`src/rtl/alu_share_arbiter_if.sv`:
```
// alu_share_arbiter_if: requester-side request/response bundle for the shared ALU arbiter.
//   req_valid/req_ready  per-requester request handshake (NREQ bits)
//   req_a/req_b          packed operands, requester i at [i*P +: P]
//   req_op               packed op codes, requester i at [i*3 +: 3]
//   rsp_valid/rsp_ready  per-requester response handshake (NREQ bits)
//   rsp_result/rsp_flags shared captured Result and ALUFlags
interface alu_share_arbiter_if #(parameter int P = 32, parameter int NREQ = 2);
    logic [NREQ-1:0]   req_valid;
    logic [NREQ-1:0]   req_ready;
    logic [NREQ*P-1:0] req_a;
    logic [NREQ*P-1:0] req_b;
    logic [NREQ*3-1:0] req_op;
    logic [NREQ-1:0]   rsp_valid;
    logic [NREQ-1:0]   rsp_ready;
    logic [P-1:0]      rsp_result;
    logic [3:0]        rsp_flags;
    modport master (
        output req_valid, req_a, req_b, req_op, rsp_ready,
        input  req_ready, rsp_valid, rsp_result, rsp_flags
    );
    modport slave (
        input  req_valid, req_a, req_b, req_op, rsp_ready,
        output req_ready, rsp_valid, rsp_result, rsp_flags
    );
endinterface

```
`src/rtl/alu_share_arbiter.sv`:
```
// alu_share_arbiter: round-robin sharing of one combinational ALU between NREQ requesters.
//   clk, rst        clock and synchronous active-high reset
//   bus (slave)     requester handshakes, operands, shared response bus
//   alu_a/b/op      registered operands driven to the ALU
//   alu_result/flags ALU outputs, captured after ALU_CYCLES cycles
//   busy            high whenever an operation is in flight or awaiting its response
module alu_share_arbiter #(
    parameter int P          = 32,
    parameter int NREQ       = 2,
    parameter int ALU_CYCLES = 1
) (
    input  logic            clk,
    input  logic            rst,
    alu_share_arbiter_if.slave bus,
    output logic [P-1:0]    alu_a,
    output logic [P-1:0]    alu_b,
    output logic [2:0]      alu_op,
    input  logic [P-1:0]    alu_result,
    input  logic [3:0]      alu_flags,
    output logic            busy
);
    localparam int W = $clog2(NREQ);
    typedef enum logic [1:0] {IDLE, EXEC, RESP} state_t;
    state_t         state;
    logic [W-1:0]   rr_ptr;
    logic [W-1:0]   owner;
    logic [W-1:0]   gnt;
    logic           found;
    logic [3:0]     cnt;
    logic [P-1:0]   result;
    logic [3:0]     flags;
    // search starts at rr_ptr and wraps, so the requester after the last winner has priority
    always_comb begin
        found = 1'b0;
        gnt   = '0;
        for (int k = 0; k < NREQ; k++) begin
            if (!found && bus.req_valid[(int'(rr_ptr) + k) % NREQ]) begin
                found = 1'b1;
                gnt   = W'((int'(rr_ptr) + k) % NREQ);
            end
        end
    end
    assign bus.req_ready  = ((state == IDLE) && found) ? (NREQ'(1) << gnt) : '0;
    assign bus.rsp_valid  = (state == RESP) ? (NREQ'(1) << owner) : '0;
    assign bus.rsp_result = result;
    assign bus.rsp_flags  = flags;
    assign busy           = state != IDLE;
    always_ff @(posedge clk) begin
        if (rst) begin
            state  <= IDLE;
            rr_ptr <= '0;
            owner  <= '0;
            cnt    <= '0;
            result <= '0;
            flags  <= '0;
            alu_a  <= '0;
            alu_b  <= '0;
            alu_op <= '0;
        end else begin
            case (state)
                IDLE: if (found) begin
                    alu_a  <= bus.req_a[gnt*P +: P];
                    alu_b  <= bus.req_b[gnt*P +: P];
                    alu_op <= bus.req_op[gnt*3 +: 3];
                    owner  <= gnt;
                    rr_ptr <= W'((int'(gnt) + 1) % NREQ);
                    cnt    <= '0;
                    state  <= EXEC;
                end
                EXEC: begin
                    cnt <= cnt + 4'd1;
                    if (cnt == 4'(ALU_CYCLES - 1)) begin
                        result <= alu_result;
                        flags  <= alu_flags;
                        state  <= RESP;
                    end
                end
                RESP: if (bus.rsp_ready[owner]) state <= IDLE;
                default: state <= IDLE;
            endcase
        end
    end
endmodule

```
`src/flat_wrapper.sv`:
```
// flat-port wrapper written by rule: the top's interface ports become plain ports
module alu_share_arbiter_flat 
#(
    parameter int P          = 32,
    parameter int NREQ       = 2,
    parameter int ALU_CYCLES = 1
)
  (clk, rst, alu_a, alu_b, alu_op, alu_result, alu_flags, busy, bus_req_valid, bus_req_a, bus_req_b, bus_req_op, bus_rsp_ready, bus_req_ready, bus_rsp_valid, bus_rsp_result, bus_rsp_flags);
  alu_share_arbiter_if #(.P(P), .NREQ(NREQ)) bus_i ();
  input  logic clk;
  input  logic rst;
  output logic [P-1:0] alu_a;
  output logic [P-1:0] alu_b;
  output logic [2:0] alu_op;
  input  logic [P-1:0] alu_result;
  input  logic [3:0] alu_flags;
  output logic busy;
  input wire logic [$bits(bus_i.req_valid)-1:0] bus_req_valid;
  input wire logic [$bits(bus_i.req_a)-1:0] bus_req_a;
  input wire logic [$bits(bus_i.req_b)-1:0] bus_req_b;
  input wire logic [$bits(bus_i.req_op)-1:0] bus_req_op;
  input wire logic [$bits(bus_i.rsp_ready)-1:0] bus_rsp_ready;
  output wire logic [$bits(bus_i.req_ready)-1:0] bus_req_ready;
  output wire logic [$bits(bus_i.rsp_valid)-1:0] bus_rsp_valid;
  output wire logic [$bits(bus_i.rsp_result)-1:0] bus_rsp_result;
  output wire logic [$bits(bus_i.rsp_flags)-1:0] bus_rsp_flags;
  assign bus_i.req_valid = bus_req_valid;
  assign bus_i.req_a = bus_req_a;
  assign bus_i.req_b = bus_req_b;
  assign bus_i.req_op = bus_req_op;
  assign bus_i.rsp_ready = bus_rsp_ready;
  assign bus_req_ready = bus_i.req_ready;
  assign bus_rsp_valid = bus_i.rsp_valid;
  assign bus_rsp_result = bus_i.rsp_result;
  assign bus_rsp_flags = bus_i.rsp_flags;
  alu_share_arbiter #(.P(P), .NREQ(NREQ), .ALU_CYCLES(ALU_CYCLES)) u_core (.clk(clk), .rst(rst), .bus(bus_i), .alu_a(alu_a), .alu_b(alu_b), .alu_op(alu_op), .alu_result(alu_result), .alu_flags(alu_flags), .busy(busy));
endmodule
```
`config.mk`:
```
export PLATFORM = sky130hd
export DESIGN_NAME = alu_share_arbiter_flat
export DESIGN_NICKNAME = d
export VERILOG_FILES = /design/src/rtl/alu_share_arbiter_if.sv /design/src/rtl/alu_share_arbiter.sv /design/src/flat_wrapper.sv
export SDC_FILE = /design/constraint.sdc
export NUM_CORES = 1
export LEC_CHECK = 0
export BUFFER_PORTS_ARGS = -buffer_cell sky130_fd_sc_hd__buf_4
export CAP_MARGIN = 20
export CORE_MARGIN = 2
export CORE_UTILIZATION = 40
export CTS_CLUSTER_SIZE = 12
export DETAILED_ROUTE_END_ITERATION = 8
export GPL_TIMING_DRIVEN = 0
export MAX_ROUTING_LAYER = met4
export PLACE_DENSITY = 0.76
export SLEW_MARGIN = 25
export SYNTH_ARGS = -nofsm -noshare
export SYNTH_HDL_FRONTEND = slang
export SYNTH_SLANG_ARGS = --single-unit
```
`constraint.sdc`:
```
create_clock -name clk -period 5 [get_ports clk]
set_clock_uncertainty 0.2 [all_clocks]
set_input_delay 0.5 -clock clk [delete_from_list [all_inputs] [get_ports clk]]
set_output_delay 0.5 -clock clk [all_outputs]
set_load 0.03 [all_outputs]
```
==> qor.csv <==
metric,value,unit
cts_hold_buf,0,
cts-root-buf,clkbuf_16,
drtIter0Drc,527,
h-tree-depth,3,
ys_types,32,
syn-cell-area,4800,um^2
grt_start_max_net_pins,17,
synth.area.top_cells,"dfxtp_1 (46%), nand3_1 (18%), o21ai_1 (9.9%)",
synth_top_area_share,46.3,%
peakVddDrop,170,uV
fillers,1123,
synthAdderAreaFrac,0.521,%
hold_viol,0,
crit_path_end_kind,primary output,
io_buffers,282,
synthMuxAreaShare,0.209,%
p_per_area,359,nW/um^2
clk_pin_slew,0.07,ns
finalSetupViolations,0,
cts-buffers-inserted,9,
tightest_slew,0.768,ns
gp_congestion,0.854,
drc,0,
synth_top_area_cell,dfxtp_1,
gr-usage-all-layers,27.2,%
vias_per_cell,5.53,
cp.arrival,2.10,ns
async_flop_share,0,%
cp-start-kind,register,
startpoint,u_core.state[0],
synth-xor-area-share,0.182,%
cts_sinks,111,
fin_cells,1049,
synth_top_family_by_area,compound AO/OA/AOI/OAI gates,
grt_pass1_vias,5478,
grt_pass1_wl,27.5,mm
drtPass1Iterations,5,
synth-simple-area-share,21.1,%
wl_met3,1.43,mm
initial_core_util,40.5,%
ioPinCount,284,
hpwl,13.2,mm
synth-edff-count,0,
clkLatencyLatePin,0.34,ns
wl_met1,7.33,mm
post-route-util,62.1,%
postCtsSetupRepairBufs,0,
synth_fp_nets,783,
core-area,11900,um^2
min_period,2.80,ns
diodes,0,
drt-total-wl,17.7,mm
sequentialPowerShare,39.3,%
criticalPathCategory,reg -> out,
synth_flop_cell,dfxtp_1,
post_cts.resized_instances,0,
synth_most_common_cell,nand3_1,
final_max_slew_viol_count,0,
die_h,114,um
wl_met2,8.58,mm
row_count,40,
hold_class,in -> reg,
outcome,finished clean,
drive_gt1_share,36.3,%
cts_tree,yes,
r2r-start,u_core.cnt[0],
maxUsedRoutingLayer,met4,
dr_total_vias,5802,
area_growth,53.5,%
tns,0,ns
die_w,114,um
internal-power,0.00169,W
antenna_found_initial,0,
p_comb_share,35.1,%
post-place-cells,1034,
synthTopCellsByCount,"nand3_1 (172), dfxtp_1 (111), o21ai_1 (95), a31oi_1 (68), clkbuf_1 (45)",
min_from,alu_result[20],
synthCells,605,
p_sw,0.000959,W
ys_ff_latch,111,
p_leak,3.10,nW
required,4.30,ns
maxCapViolCount,0,
fmax,357,MHz
cp_max_fo,10,
syn_avg_cell_area,7.93,um^2
drt-wirelength-per-cell,16.9,um
p_sw_share,36.3,%
clockBufferDepth,2,
drtAntennaViolNets,0,
synth-compound-area-share,24.7,%
period_share,56.0,%
synth_seq_area_share,46.3,%
slew-limit-headroom,48.6,%
clkPwrFrac,25.5,%
yosysWarningCount,0,
die_area,12900,um^2
rsz0062_at_grt,false,
grt.overflow.total,0,
fin_nets,1076,
power by group through the flow:
stage | Clock (W) | Combinational (W) | Sequential (W)
2_1_floorplan | 0 | 0.000362 | 0.00124
3_5_place_dp | 0 | 0.000929 | 0.00106
5_1_grt | 0.000715 | 0.000999 | 0.00105
4_1_cts | 0.000679 | 0.000930 | 0.00104
6_report | 0.000676 | 0.000929 | 0.00104
3_3_place_gp | 0 | 0.000922 | 0.00106
per-stage QoR:
| step | worst slack, ns | power (W) | hold WS (ns) | instance area, um^2 |
|---|---|---|---|---|
| floorplan | 2.79 | 0.00160 | 0.250 | 4800 |
| global placement | 2.25 | 0.00198 | 0.261 | 7100 |
| detailed placement | 2.26 | 0.00199 | 0.268 | 7100 |
| CTS | 2.18 | 0.00265 | 0.206 | 7370 |
| global route | 2.07 | 0.00276 | 0.211 | 7370 |
| finish | 2.20 | 0.00264 | 0.210 | 7370 |
layer usage:
metal / track usage, % / vias to the layer above
met4: 8.70 / 0
met1: 33.3 / 2673
met3: 5.42 / 28
met2: 45.4 / 277
li1: - / 2824
met5: - / -
sequential cells by signal (all words and copies together), names as in the netlist:
register / cells
u_core.alu_b: 32
u_core.state: 2
u_core.owner: 1
u_core.alu_a: 32
u_core.alu_op: 3
u_core.bus.rsp_result: 32
u_core.rr_ptr: 1
u_core.bus.rsp_flags: 4
u_core.cnt: 4
final cells by class:
type                            count  area, um^2  share of cell area (%)
Buffer                             74         327                    4.43
Clock buffer                       11         243                    3.30
Clock inverter                      4        22.5                   0.306
Inverter                            3        11.3                   0.153
Multi-Input combinational cell    417        2240                    30.4
Sequential cell                   111        2220                    30.2
Tap cell                          147         184                    2.50
Timing Repair Buffer              282        2120                    28.7
logic make-up (layout without fill, tap and decap cells):
group | count (synthesis) | after routing
mux | 1 | 1
fa+ha+maj | 2 | 2
simple gates | 196 | 196
flops | 111 | 111
xor+xnor | 1 | 1
buf+inv | 77 | 374
compound gates | 217 | 217
critical path, stage by stage, from the launching register on:
cell	delay [ns]
dfxtp_1	0.31
buf_2	0.17
nor3b_2	0.53
buf_4	0.29
buf_6	0.16
nand2_1	0.09
inv_2	0.06
buf_4	0.15
layout by cell type, fill, tap and decap left out, types with 5 or more instances in the layout:
master / netlist / routed
buf_2: 24 / 24
nand2_1: 5 / 5
clkbuf_1: 45 / 46
nand3_1: 172 / 172
a21oi_1: 40 / 40
o21ai_1: 95 / 95
clkbuf_16: 0 / 9
o21ai_0: 9 / 9
a31oi_1: 68 / 68
buf_4: 3 / 285
dfxtp_1: 111 / 111
path summary, 6_finish.rpt:
check | cells after the start | end | slack (ns)
max | 7 | bus_req_ready[1] | 2.20
min | 3 | u_core.bus.rsp_result[20] | 0.21
max reg2reg | 7 | u_core.bus.rsp_result[4] | 2.87
min reg2reg | 2 | u_core.bus.rsp_result[16] | 0.28
No activity file was read; power rests on OpenSTA's default activity.
